<file path="src/rtl/irda_sir_demod.sv">
// irda_sir_demod -- IrDA SIR (up to 115.2 kbit/s) receive demodulator.
//
// Converts the return-to-zero IR pulse stream on rx_i into an NRZ bit stream.
// Each bit period is a window of OVERSAMPLE sample_en ticks. If a qualified
// pulse falls inside a window, the window decodes as 0. Otherwise it decodes
// as 1.
//
// Optional feature macro: IRDA_SIR_DEMOD_ALIGN_EN
//   defined   : IDLE/RUN aligner. Windows resynchronise to the first pulse of
//               each frame. After IDLE_BITS consecutive 1s, the aligner
//               returns to IDLE.
//   undefined : no aligner. The window counter free-runs from reset and
//               aligned_o is tied to 1.
//
// Ports
//   clk         : clock
//   wb_rst_i    : asynchronous active-high reset
//   rx_i        : raw IR receive input (asynchronous)
//   sample_en   : one-clk oversample tick at OVERSAMPLE x baud
//   tx_select   : half-duplex transmit active; freezes the receiver
//   fast_mode   : MIR/FIR selected; synchronous clear of the whole block
//   err_clr_i   : clears pulse_err_o
//   bit_o       : decoded NRZ bit
//   bit_vld_o   : one-clk strobe when bit_o is updated
//   pulse_err_o : sticky flag, a pulse exceeded MAX_PULSE samples
//   aligned_o   : aligner is in RUN state
module irda_sir_demod #(
   parameter int unsigned OVERSAMPLE     = 16,
   parameter int unsigned MIN_PULSE      = 2,
   parameter int unsigned MAX_PULSE      = 8,
   parameter int unsigned IDLE_BITS      = 10,
   parameter int unsigned RX_ACTIVE_HIGH = 1
) (
   input  logic clk,
   input  logic wb_rst_i,
   input  logic rx_i,
   input  logic sample_en,
   input  logic tx_select,
   input  logic fast_mode,
   input  logic err_clr_i,
   output logic bit_o,
   output logic bit_vld_o,
   output logic pulse_err_o,
   output logic aligned_o
);

   localparam int unsigned CNT_W  = $clog2(OVERSAMPLE);
   localparam int unsigned RUN_W  = $clog2(MAX_PULSE + 2);
   localparam int unsigned ONES_W = $clog2(IDLE_BITS + 1);

   // Without the aligner, the state register is held in RUN and the IDLE
   // transition logic folds away as constant.
`ifdef IRDA_SIR_DEMOD_ALIGN_EN
   localparam bit ALIGN = 1'b1;
`else
   localparam bit ALIGN = 1'b0;
`endif

   // Synchroniser reset value is the inactive line level.
   localparam logic RX_IDLE = (RX_ACTIVE_HIGH == 0) ? 1'b1 : 1'b0;

   typedef enum logic {S_IDLE, S_RUN} state_t;
   localparam state_t ST_RST = ALIGN ? S_IDLE : S_RUN;

   logic [1:0]        sync_q;
   logic [RUN_W-1:0]  run_q,   run_d;
   logic [CNT_W-1:0]  cnt_q,   cnt_d;
   logic [ONES_W-1:0] ones_q,  ones_d;
   logic              zero_q,  zero_d;
   logic              err_q,   err_d;
   logic              bit_q,   bit_d;
   logic              vld_q,   vld_d;
   state_t            state_q, state_d;

   logic act, adv, qual, err_set, boundary, emit;

   assign act      = (RX_ACTIVE_HIGH != 0) ? sync_q[1] : ~sync_q[1];
   assign adv      = sample_en & ~tx_select;
   assign qual     = adv & act & (run_q == RUN_W'(MIN_PULSE - 1));
   // Re-asserted on every sample spent at saturation, so set beats a
   // coincident clear for as long as the over-long pulse persists.
   assign err_set  = adv & act & (run_q >= RUN_W'(MAX_PULSE));
   assign boundary = (cnt_q == CNT_W'(OVERSAMPLE - 1));
   // A qual on the boundary sample belongs to the window that is closing.
   assign emit     = ~(zero_q | qual);

   always_comb begin
      run_d   = run_q;
      cnt_d   = cnt_q;
      ones_d  = ones_q;
      zero_d  = zero_q;
      err_d   = err_q;
      bit_d   = bit_q;
      vld_d   = 1'b0;
      state_d = state_q;

      if (tx_select) begin
         run_d = '0;
      end else if (sample_en) begin
         if (!act)
            run_d = '0;
         else if (run_q != RUN_W'(MAX_PULSE + 1))
            run_d = run_q + RUN_W'(1);
      end

      if (err_set)
         err_d = 1'b1;
      else if (err_clr_i)
         err_d = 1'b0;

      if (adv) begin
         if (state_q == S_IDLE) begin
            // The pulse began MIN_PULSE-1 samples ago. That first sample is
            // window position 0, so the next sample is position MIN_PULSE.
            if (qual) begin
               state_d = S_RUN;
               cnt_d   = CNT_W'(MIN_PULSE);
               zero_d  = 1'b1;
            end
         end else if (boundary) begin
            bit_d  = emit;
            vld_d  = 1'b1;
            zero_d = 1'b0;
            cnt_d  = '0;
            if (!emit) begin
               ones_d = '0;
            end else if (ones_q == ONES_W'(IDLE_BITS - 1)) begin
               ones_d = '0;
               if (ALIGN)
                  state_d = S_IDLE;
            end else begin
               ones_d = ones_q + ONES_W'(1);
            end
         end else begin
            cnt_d  = cnt_q + CNT_W'(1);
            zero_d = zero_q | qual;
         end
      end
   end

   always_ff @(posedge clk or posedge wb_rst_i) begin
      if (wb_rst_i) begin
         sync_q  <= {2{RX_IDLE}};
         run_q   <= '0;
         cnt_q   <= '0;
         ones_q  <= '0;
         zero_q  <= 1'b0;
         err_q   <= 1'b0;
         bit_q   <= 1'b1;
         vld_q   <= 1'b0;
         state_q <= ST_RST;
      end else if (fast_mode) begin
         sync_q  <= {2{RX_IDLE}};
         run_q   <= '0;
         cnt_q   <= '0;
         ones_q  <= '0;
         zero_q  <= 1'b0;
         err_q   <= 1'b0;
         bit_q   <= 1'b1;
         vld_q   <= 1'b0;
         state_q <= ST_RST;
      end else begin
         sync_q  <= {sync_q[0], rx_i};
         run_q   <= run_d;
         cnt_q   <= cnt_d;
         ones_q  <= ones_d;
         zero_q  <= zero_d;
         err_q   <= err_d;
         bit_q   <= bit_d;
         vld_q   <= vld_d;
         state_q <= state_d;
      end
   end

   assign bit_o       = bit_q;
   assign bit_vld_o   = vld_q;
   assign pulse_err_o = err_q;
   assign aligned_o   = (state_q == S_RUN);

endmodule

</file>
<file path="config.mk">
export PLATFORM = sky130hd
export DESIGN_NAME = irda_sir_demod
export DESIGN_NICKNAME = d
export VERILOG_FILES = /design/src/rtl/irda_sir_demod.sv
export SDC_FILE = /design/constraint.sdc
export NUM_CORES = 1
export LEC_CHECK = 0
export BUFFER_PORTS_ARGS = -buffer_cell sky130_fd_sc_hd__buf_2
export CORE_ASPECT_RATIO = 0.9
export CORE_UTILIZATION = 54
export DETAILED_ROUTE_END_ITERATION = 7
export GPL_TIMING_DRIVEN = 0
export PLACE_DENSITY = 0.75
export SLEW_MARGIN = 10
export SYNTH_ARGS = -nofsm -noshare
export SYNTH_HDL_FRONTEND = slang
export SYNTH_SLANG_ARGS = --single-unit
</file>
<file path="constraint.sdc">
create_clock -name clk -period 2.1 [get_ports clk]
set_clock_uncertainty 0.15 [all_clocks]
set_input_delay 0.315 -clock clk [delete_from_list [all_inputs] [get_ports clk]]
set_output_delay 0.315 -clock clk [all_outputs]
set_load 0.02 [all_outputs]
</file>
# Word level (Yosys, flattened, before mapping)
# Cells that the tools add are included.
[op_classes]
n_mul = 0
n_reduce_logical = 9
n_eq_ne = 4
magnitude_cmp = 1
n_div = 0
n_bitwise = 7
mux = 31
add_sub_neg = 2
shifts = 0
[op_table]
columns = ["operator", "n"]
rows = [
  ["$mux W4", 10],
  ["$mux W1", 20],
  ["$reduce_bool A3 Y1", 3],
  ["$add A4 B1 Y4 const B", 2],
  ["$reduce_bool A2 Y1", 3],
  ["$and A1 B1 Y1", 4],
  ["$eq A4 B1 Y1 const B", 1],
  ["$eq A4 B4 Y1 const B", 1],
  ["$ge A4 B4 Y1 const B", 1],
  ["$ne A4 B3 Y1 const B", 1],
  ["$ne A4 B4 Y1 const B", 1],
  ["$reduce_and A2 Y1", 2],
  ["$reduce_and A3 Y1", 1],
  ["$mux W2", 1],
  ["$not A1 Y1", 2],
  ["$or A1 B1 Y1", 1],
]
[word_totals]
wordCells = 62
reg_bits = 15
ram_bits = 0
latch_bits = 0
out_inout_bits = 4
mem_count = 0
inputBits = 7
rom_bits = 0

# Longest topological paths before layout
# Gate-level depths: netlist (run 1).
[logic_depth]
ltp_word = 10
mapped_depth = 5
ltp_nobuf = 5

# Worst setup path after synthesis (run 1)
# OpenSTA, ideal clock, no wires.
[synth_timing]
path_kind = "register -> register"
from = "register run_q[1]"
to = "register run_q[1]"
stages_incl_launch_ff = 6
synth_period_minus_slack_ns = 1.571
setup_ns = 0.125
t_arrival_ns = 1.297
slack_ns = 0.529
path_buffers = 0
required_ns = 1.825
cell_sequence = "dfrtp_1 -> inv_1 -> ha_1 -> nand3b_1 -> o21ai_2 -> mux2_2"
[synth_via]
elab_chain_cells = 6
word_cells_on_any_way = 9
cone_classes = "add/sub (1); eq/ne (2); mux (5); reduce/logical (1)"
[synth_lines]
columns = ["item", "line", "source"]
rows = [
  ["start, declared", "66", "logic [RUN_W-1:0] run_q, run_d;"],
  ["start signal, assigned", "164", "run_q <= run_d;"],
  ["$add A4 B1 Y4", "103", "run_d = run_q + RUN_W'(1);"],
  ["$mux W4", "102", "else if (run_q != RUN_W'(MAX_PULSE + 1))"],
  ["$mux W4", "100", "if (!act)"],
  ["$mux W4", "99", "end else if (sample_en) begin"],
  ["$mux W4", "97", "if (tx_select) begin"],
  ["$mux W4", "152", "end else if (fast_mode) begin"],
]
# Parallel ways exist; a longest one is shown, timed or not. The select of a mux whose other input is x is not followed.
# A chain may end at the register's enable or synchronous reset.

# Worst setup path in the final report (run 1)
# Same ends and word-level chain as after synthesis.

==> run summary, run 1 <==
Die Y: 39.0 µm
max_cap viols: 0
Placed Instances: 101
RSZ-0062 raised after global routing: false
period utilization: 81.6%
largest family of logic cells by synthesized area: simple AND/OR/NAND/NOR gates
global router's overall resource usage: 22.4%
CTS tree: yes
DRC Markers: 0
actual slew at the worst max-slew pin: 0.543 ns
max-slew violation count: 0
CTS clk-pin slew, worst paths: 0.09 ns
Area growth syn-to-layout: 12.8%
share of layout cells above drive strength 1: 23.9%
Routed Wire Length: 1.55 mm
sequential area share after synthesis: 46.0%
first-pass GRT wire length: 2.57 mm
simple-gate share of the synthesized area: 25.3%
Crit-path slowest cell: dfrtp_1
Core Region: 1320 µm²
Inserted Clock Buffers: 3
Critical Path End Type: flip-flop
row cnt: 12
hold_buf cts: 1
Cells after Synth: 77
Buffers on Ports: 10
crit start category: flip-flop
Boundary Pins: 11
Iter 0 DRT Violations: 10
antenna-violating nets left: 0
Peak VDD IR: 0.363 mV
post-DR vias/cell: 5.79
clk root buf: clkbuf_4
Clock Path Buffers: 2
XOR/XNOR Fraction of Synth Area: 0%
DP Wirelength: 1.14 mm
total of cells resized after clock tree synthesis: 0
top-area cell type share of the netlist area: 39.6%
Most used DFF post-synth: dfrtp_1
number of nets in the layout: 104
Yosys top cell by area: dfrtp_1
leakage: 0.439 nW
synthesis-stage register bit count: 15
GRT Residual Overflow: 0
Synth Warn #: 0
f_max: 0.584 GHz
CP Cell Sequence: inv_1, ha_1, nand3b_1, o21ai_2, mux2_2
mux share of post-synthesis cell area: 3.81%
setup violators final: 0
Die X: 43.1 µm
cell area power density: 548 nW/µm²
Finished Layout Cells: 106
asr flop ratio synth: 100%
Initial Utilization: 62.1%
worst endpoint data arrival time: 1.74 ns
Hold Crit Class: in -> reg
final hold vios: 0
vias in the first global route: 585
critical path data required time: 2.12 ns
Synth Area in Adders: 6.10%
top cells by count, synth: dfrtp_1 (13), inv_1 (7), nand2_1 (5), nand3_1 (5), ha_1 (4)
area of the die: 1680 µm²
Mean Syn Cell Area: 10.7 µm²
Max-Slew Margin vs Limit: 63.8%
complex-gate fraction of the synthesized area: 15.1%
Worst Path Max Fanout: 4
syn nets: 88
largest net degree at the start of global routing: 16
initial antenna violation count: 0
postcts setup bufs: 0
RePlAce Congestion: 0.731
post-synth cell types: 36
Cell Area, Synth: 821 µm²
final core occ: 70.1%
Post-synth EDFFs: 0
top-count cell post-synth: dfrtp_1
1st-pass router iterations: 4
htree depth: 1
Largest stage delay, worst path: 0.40 ns
Via Count: 614
minimum clock period: 1.71 ns
worst skew pair latency: 0.28 ns
status: complete, no violations
CTS Sinks: 15
synth top area cells: dfrtp_1 (40%), dfstp_2 (6.4%), ha_1 (6.1%), inv_1 (3.2%), nand3_1 (3.0%)
Crit Path Class: reg -> reg
routed length per instance: 14.6 µm
ant diodes: 0
setup TNS: 0 ns
## area by class of cell
type                            count  area (µm²)
Clock buffer                        3        22.5
Multi-Input combinational cell     54         413
Buffer                              1        3.75
Fill cell                         108         395
Clock inverter                      1        5.00
Sequential cell                    15         378
Tap cell                           14        17.5
Timing Repair Buffer               11        60.1
Inverter                            7        26.3
## registers in the layout (all words and copies together), names as in the netlist
signal       count
cnt_q            4
run_q            4
sync_q           2
aligned_o        1
bit_o            1
bit_vld_o        1
pulse_err_o      1
zero_q           1
## logic make-up after synthesis
logic type / Yosys count
adders and majority gates: 4
AOI/OAI and AO/OA: 15
muxes: 3
and+or+nand+nor: 32
DFF: 15
buffers and inverters: 8
## layout by cell type (no fill, tap or decap), types with 2 or more instances in the layout
cell,instances
mux2i_1,2
and3_1,2
nand3_1,5
o311ai_0,2
nor2b_1,3
nor2_1,3
dfrtp_1,13
buf_2,10
dfstp_2,2
ha_1,4
nor3_1,2
nand2b_1,2
a21oi_1,2
nand2_1,5
clkbuf_4,3
inv_1,7
o21ai_0,2
## metrics by stage
step	instance area [µm²]	setup WS, ns	hold WS, ns	power, mW
6_report	926	0.387	0.101	0.507
5_1_grt	926	0.290	0.0997	0.532
2_1_floorplan	821	0.529	0.0650	0.332
3_3_place_gp	888	0.406	0.247	0.347
4_1_cts	926	0.390	0.0963	0.511
3_5_place_dp	888	0.403	0.242	0.348
## final timing paths
| path | from | endpoint | slack, ns | depth (start not counted) |
|---|---|---|---|---|
| worst max-delay path | run_q[1] | run_q[1] | 0.39 | 5 |
| worst min-delay path | rx_i | sync_q[0] | 0.10 | 2 |
| worst max register to register | run_q[1] | run_q[1] | 0.39 | 5 |
| worst min register to register | zero_q | bit_o | 0.34 | 1 |
| max in group asynchronous | wb_rst_i | aligned_o | 0.97 | 3 |
| min in group asynchronous | wb_rst_i | cnt_q[1] | 0.46 | 3 |
## metal layers
metal,global-route usage (%),vias to the layer above,wire length [µm]
met5,0,-,0
met4,8.33,0,12
met3,8.88,2,73
met2,34.7,13,752
met1,28.4,292,713
li1,-,307,-
## critical path: cells and delay by family, from the launching register on
kind                       cells  cell delay, ns
AOI/OAI and AO/OA              1            0.26
adders and majority gates      1            0.14
buffers and inverters          1            0.10
DFF                            1            0.40
muxes                          1            0.36
and+or+nand+nor                1            0.19
## power breakdown
group | total [mW] | internal, mW | switching [mW]
clock network | 0.164 | 0.0708 | 0.0928
logic | 0.0447 | 0.0186 | 0.0261
registers | 0.299 | 0.294 | 0.00534
Power figures use the tool's default switching activity.
==> inputs of run 2 (changes only) <==
==> constraint.sdc (replaced) <==
create_clock -name clk -period 1.7 [get_ports clk]
set_clock_uncertainty 0.15 [all_clocks]
set_input_delay 0.255 -clock clk [delete_from_list [all_inputs] [get_ports clk]]
set_output_delay 0.255 -clock clk [all_outputs]
set_load 0.02 [all_outputs]
==> run 2 against run 1 <==
- cell area grew 1.2%
- utilization up 0.85 points
- critical path depth stayed put
- combinational power grew 28%
- wire length increased by 1.9%
- register-to-register slack lost 0.30 ns
- maximum frequency is 6.2% higher
- hold slack got worse by 0.060 ns
- clock-buffer cell count did not move
- non-clock buffer count increased by 1
- power increased by 24%
- critical path type unchanged
- largest power group unchanged
==> run summary, run 2 (synthesis gave the netlist of run 1 again) <==
status: complete, no violations
Crit-path slowest cell: dfrtp_1
htree depth: 1 (unchanged)
Clock Path Buffers: 2 (unchanged)
Largest stage delay, worst path: 0.41 ns (about the same)
number of nets in the layout: 105 (+0.96%)
biggest regs: cnt_q x4, run_q x4, sync_q x2
most common cell after layout, fill and taps aside: dfrtp_1
setup ws final: 0.0869 ns (-0.300 ns)
Fillers: 106 (-1.9%)
max_cap viols: 0 (unchanged)
largest net degree at the start of global routing: 16 (unchanged)
CTS tree: yes
DP Wirelength: 1.14 mm (unchanged)
Pwr Total: 0.629 mW (+24%)
first-pass GRT wire length: 2.62 mm (+1.9%)
CP Cell Sequence: inv_2, ha_1, nand3b_1, o21ai_2, mux2_4
global router's overall resource usage: 22.8% (+0.41 points)
minimum clock period: 1.61 ns (-0.100 ns)
1st-pass router iterations: 4 (unchanged)
f_max: 0.620 GHz (+6.2%)
leakage: 0.447 nW (+1.7%)
max-slew violation count: 0 (unchanged)
Worst Path Max Fanout: 4 (unchanged)
Inserted Clock Buffers: 3 (unchanged)
Critical Path End Type: flip-flop
worst skew pair latency: 0.28 ns (about the same)
Routed Wire Length: 1.58 mm (+1.9%)
ant diodes: 0 (unchanged)
routed length per instance: 14.8 µm (+0.98%)
Peak VDD IR: 0.451 mV (+24%)
RePlAce Congestion: 0.731 (unchanged)
cell area power density: 671 nW/µm² (+22%)
Finished Layout Cells: 107 (+0.94%)
area of the die: 1680 µm² (unchanged)
crit start category: flip-flop
Placed Instances: 101 (unchanged)
row cnt: 12 (unchanged)
Hold Crit Class: in -> reg
CTS clk-pin slew, worst paths: 0.08 ns (about the same)
CP bufs+invs: 1 (unchanged)
post-DR vias/cell: 5.89 (+1.6%)
period utilization: 94.9% (+13 points)
final hold vios: 0 (unchanged)
worst endpoint data arrival time: 1.64 ns (-0.10 ns)
antenna-violating nets left: 0 (unchanged)
CTS Sinks: 15 (unchanged)
Via Count: 630 (+2.6%)
Initial Utilization: 62.1% (unchanged)
critical path data required time: 1.72 ns (-0.40 ns)
GRT Residual Overflow: 0 (unchanged)
vias in the first global route: 588 (+0.51%)
Die X: 43.1 µm (unchanged)
RSZ-0062 raised after global routing: true
setup violators final: 0 (unchanged)
CP delay by family, top: flip-flops
Core Region: 1320 µm² (unchanged)
initial antenna violation count: 0 (unchanged)
share of layout cells above drive strength 1: 25.8% (+1.9 points)
DRC Markers: 0 (unchanged)
dpl ws: 0.00288 ns (-0.400 ns)
commonest non-fill, non-tap cells in the layout: dfrtp_1 (13), buf_2 (10), inv_1 (6)
Die Y: 39.0 µm (unchanged)
Iter 0 DRT Violations: 13 (+3)
r2r setup slk: 0.09 ns (-0.30 ns)
Max-Slew Margin vs Limit: 62.8% (-1.0 points)
Boundary Pins: 11 (unchanged)
Area growth syn-to-layout: 14.2%
actual slew at the worst max-slew pin: 0.558 ns (+0.0155 ns)
clk root buf: clkbuf_4
Buffers on Ports: 10 (unchanged)
Crit Path Class: reg -> reg
==> run 2: per-stage QoR <==
step                      hold slack (ns)  area (µm²)  setup TNS [ns]  utilization, %
after floorplan                   0.00505         821               0               -
after global placement              0.187         888               0            67.2
after detailed placement            0.182         888               0            67.2
after CTS                          0.0363         933               0            70.6
after global routing               0.0397         937         -0.0119            70.9
final                              0.0405         937               0            70.9
==> run 2: final cells by class <==
type                       instances  area [µm²]  area share, %
clock buffer                       3        22.5           2.40
multi-input combinational         54         417           44.5
timing repair buffer              12        67.6           7.21
tap                               14        17.5           1.87
clock inverter                     1        5.00          0.534
buffer                             1        3.75          0.401
inverter                           7        26.3           2.80
sequential                        15         378           40.3
==> run 2: routing by layer <==
layer / vias up / global-route usage (%) / share of wire (%)
met2: 19 / 36.6 / 49
met1: 300 / 28.7 / 45
met3: 2 / 8.88 / 5.8
met5: - / 0 / 0
li1: 309 / - / -
met4: 0 / 6.82 / 0.76
==> run 2: timing repair <==
item	4_1_cts	5_1_grt
gates resized for setup	0	3
setup buffers	1	0
endpoints found under the hold margin	13	0
pin swaps	1	1
endpoints found under the setup margin	1	3
hold buffers	1	0
gates cloned	0	0
==> run 2: final timing paths <==
check	from	end	cells past startpoint
min reg2reg	sync_q[0]	sync_q[1]	1
min	rx_i	sync_q[0]	2
max reg2reg	run_q[1]	run_q[1]	5
max in group asynchronous	wb_rst_i	aligned_o	3
max	run_q[1]	run_q[1]	5
min in group asynchronous	wb_rst_i	cnt_q[1]	3
==> run 2: report_power, final <==
group | total [mW] | switching, mW | internal, mW
logic | 0.0574 | 0.0328 | 0.0246
registers | 0.370 | 0.00662 | 0.363
clock network | 0.202 | 0.114 | 0.0874
total | 0.629 | 0.154 | 0.475
==> inputs of run 3 (changes only) <==
--- a/config.mk
+++ b/config.mk
@@ -11,6 +11,7 @@
 export DETAILED_ROUTE_END_ITERATION = 7
 export GPL_TIMING_DRIVEN = 0
 export PLACE_DENSITY = 0.75
+export SETUP_SLACK_MARGIN = 0.2
 export SLEW_MARGIN = 10
 export SYNTH_ARGS = -nofsm -noshare
 export SYNTH_HDL_FRONTEND = slang
==> run 3 against run 2 <==
- sequential power barely moved
- non-clock buffer count rose by 6
- wire length increased by 15%
- hold slack lost 0.015 ns
- combinational power up 22%
- global-route usage rose by 3.0 points
- maximum frequency is 1.1% lower
- first-iteration DRC count rose by 23%
- clock power grew 4%
- critical endpoint unchanged
- largest power group unchanged
==> run summary, run 3 (synthesis gave the netlist of run 1 again) <==
status: complete, no violations
minimum clock period: 1.63 ns (+0.0179 ns)
Via Count: 686 (+8.9%)
commonest non-fill, non-tap cells in the layout: dfrtp_1 (12), buf_2 (10), buf_4 (7)
final hold vios: 0 (unchanged)
Inserted Clock Buffers: 3 (unchanged)
area of the die: 1680 µm² (unchanged)
global router's overall resource usage: 25.8% (+3.0 points)
first-pass GRT wire length: 3.00 mm (+14%)
setup ws final: 0.0690 ns (-0.0179 ns)
crit start category: flip-flop
Peak VDD IR: 0.549 mV (+22%)
RSZ-0062 raised after global routing: true
Hold Crit Class: in -> reg
Clock Path Buffers: 2 (unchanged)
Initial Utilization: 62.1% (unchanged)
final core occ: 76.2% (+5.3 points)
CTS Sinks: 15 (unchanged)
DP Area: 905 µm² (+1.8%)
1st-pass router iterations: 4 (unchanged)
Area growth syn-to-layout: 22.7%
Boundary Pins: 11 (unchanged)
Worst Path Max Fanout: 4 (unchanged)
Core Region: 1320 µm² (unchanged)
Crit Path Class: reg -> reg
leakage: 0.475 nW (+6.3%)
Iter 0 DRT Violations: 16 (+3)
number of nets in the layout: 111 (+5.7%)
Routed Wire Length: 1.81 mm (+15%)
vias in the first global route: 663 (+13%)
max_cap viols: 0 (unchanged)
Die Y: 39.0 µm (unchanged)
final instance area: 1010 µm² (+7.5%)
most common cell after layout, fill and taps aside: dfrtp_1
Max-Slew Margin vs Limit: 61.8% (-0.92 points)
antenna-violating nets left: 0 (unchanged)
GRT Residual Overflow: 0 (unchanged)
largest net degree at the start of global routing: 16 (unchanged)
clk root buf: clkbuf_4
Critical Path End Type: flip-flop
cell area power density: 645 nW/µm² (-3.8%)
max-slew violation count: 0 (unchanged)
dpl ws: 0.0211 ns (+0.0182 ns)
critical path data required time: 1.73 ns (about the same)
row cnt: 12 (unchanged)
initial antenna violation count: 0 (unchanged)
period utilization: 95.9% (+1.1 points)
Die X: 43.1 µm (unchanged)
routed length per instance: 16.1 µm (+8.6%)
DP Wirelength: 1.24 mm (+9.1%)
RePlAce Congestion: 0.760 (+4.0%)
share of layout cells above drive strength 1: 34.3% (+8.5 points)
setup violators final: 0 (unchanged)
CTS tree: yes
biggest regs: cnt_q x4, run_q x4, sync_q x2
post-DR vias/cell: 6.07 (+3.1%)
ant diodes: 0 (unchanged)
DRC Markers: 0 (unchanged)
Buffers on Ports: 10 (unchanged)
CTS clk-pin slew, worst paths: 0.09 ns (about the same)
f_max: 0.613 GHz (-1.1%)
actual slew at the worst max-slew pin: 0.572 ns (+0.0138 ns)
worst endpoint data arrival time: 1.66 ns (+0.02 ns)
htree depth: 1 (unchanged)
worst skew pair latency: 0.29 ns (about the same)
-- run 3: repair_timing --
action                                 in CTS  in global routing
setup endpoints to repair                   7                 10
gates resized for setup                     1                  4
endpoints found under the hold margin      13                  0
pin swaps                                   1                  1
hold buffers                                1                  0
setup buffers                               4                  3
-- run 3: where the power goes --
| part | internal [mW] | total [mW] | switching, mW |
|---|---|---|---|
| clock network | 0.0915 | 0.211 | 0.120 |
| logic | 0.0309 | 0.0700 | 0.0391 |
| registers | 0.363 | 0.369 | 0.00579 |
-- run 3: area by class of cell --
type                       count  area (µm²)
buffer                         1        3.75
clock buffer                   4        26.3
fill                          87         314
inverter                       7        26.3
multi-input combinational     54         442
sequential                    15         379
tap                           14        17.5
timing repair buffer          18         113
-- run 3: path summary, 6_finish.rpt --
kind,startpoint,cells after the start,slack (ns),endpoint
worst max-delay path,run_q[1],5,0.07,run_q[1]
worst min-delay path,rx_i,2,0.03,sync_q[0]
worst max register to register,run_q[1],5,0.07,run_q[1]
worst min register to register,sync_q[0],1,0.32,sync_q[1]
max in group asynchronous,wb_rst_i,3,0.58,run_q[0]
min in group asynchronous,wb_rst_i,3,0.42,sync_q[0]
-- run 3: metrics by stage --
stage | total power, mW | hold WS, ns | TNS (ns) | std cells
CTS | 0.642 | 0.0349 | 0 | 110
global route | 0.667 | 0.0351 | -0.00545 | 113
floorplan | 0.410 | 0.00505 | 0 | 77
finish | 0.650 | 0.0260 | 0 | 113
detailed placement | 0.434 | 0.187 | 0 | 101
global placement | 0.430 | 0.181 | 0 | 101
-- run 3: metal layers --
metal,up-vias,routed length (µm),global-route usage (%)
met5,-,0,0
met4,0,28,9.09
met3,4,56,7.01
met2,12,897,47.0
met1,345,832,29.3
li1,325,-,-
-- run 3: critical path: stages (launching register included) --
cell and delay [ns]:
dfrtp_1 0.40, inv_2 0.08, ha_4 0.12, nand3b_1 0.19, o21ai_2 0.27, mux2_4 0.32
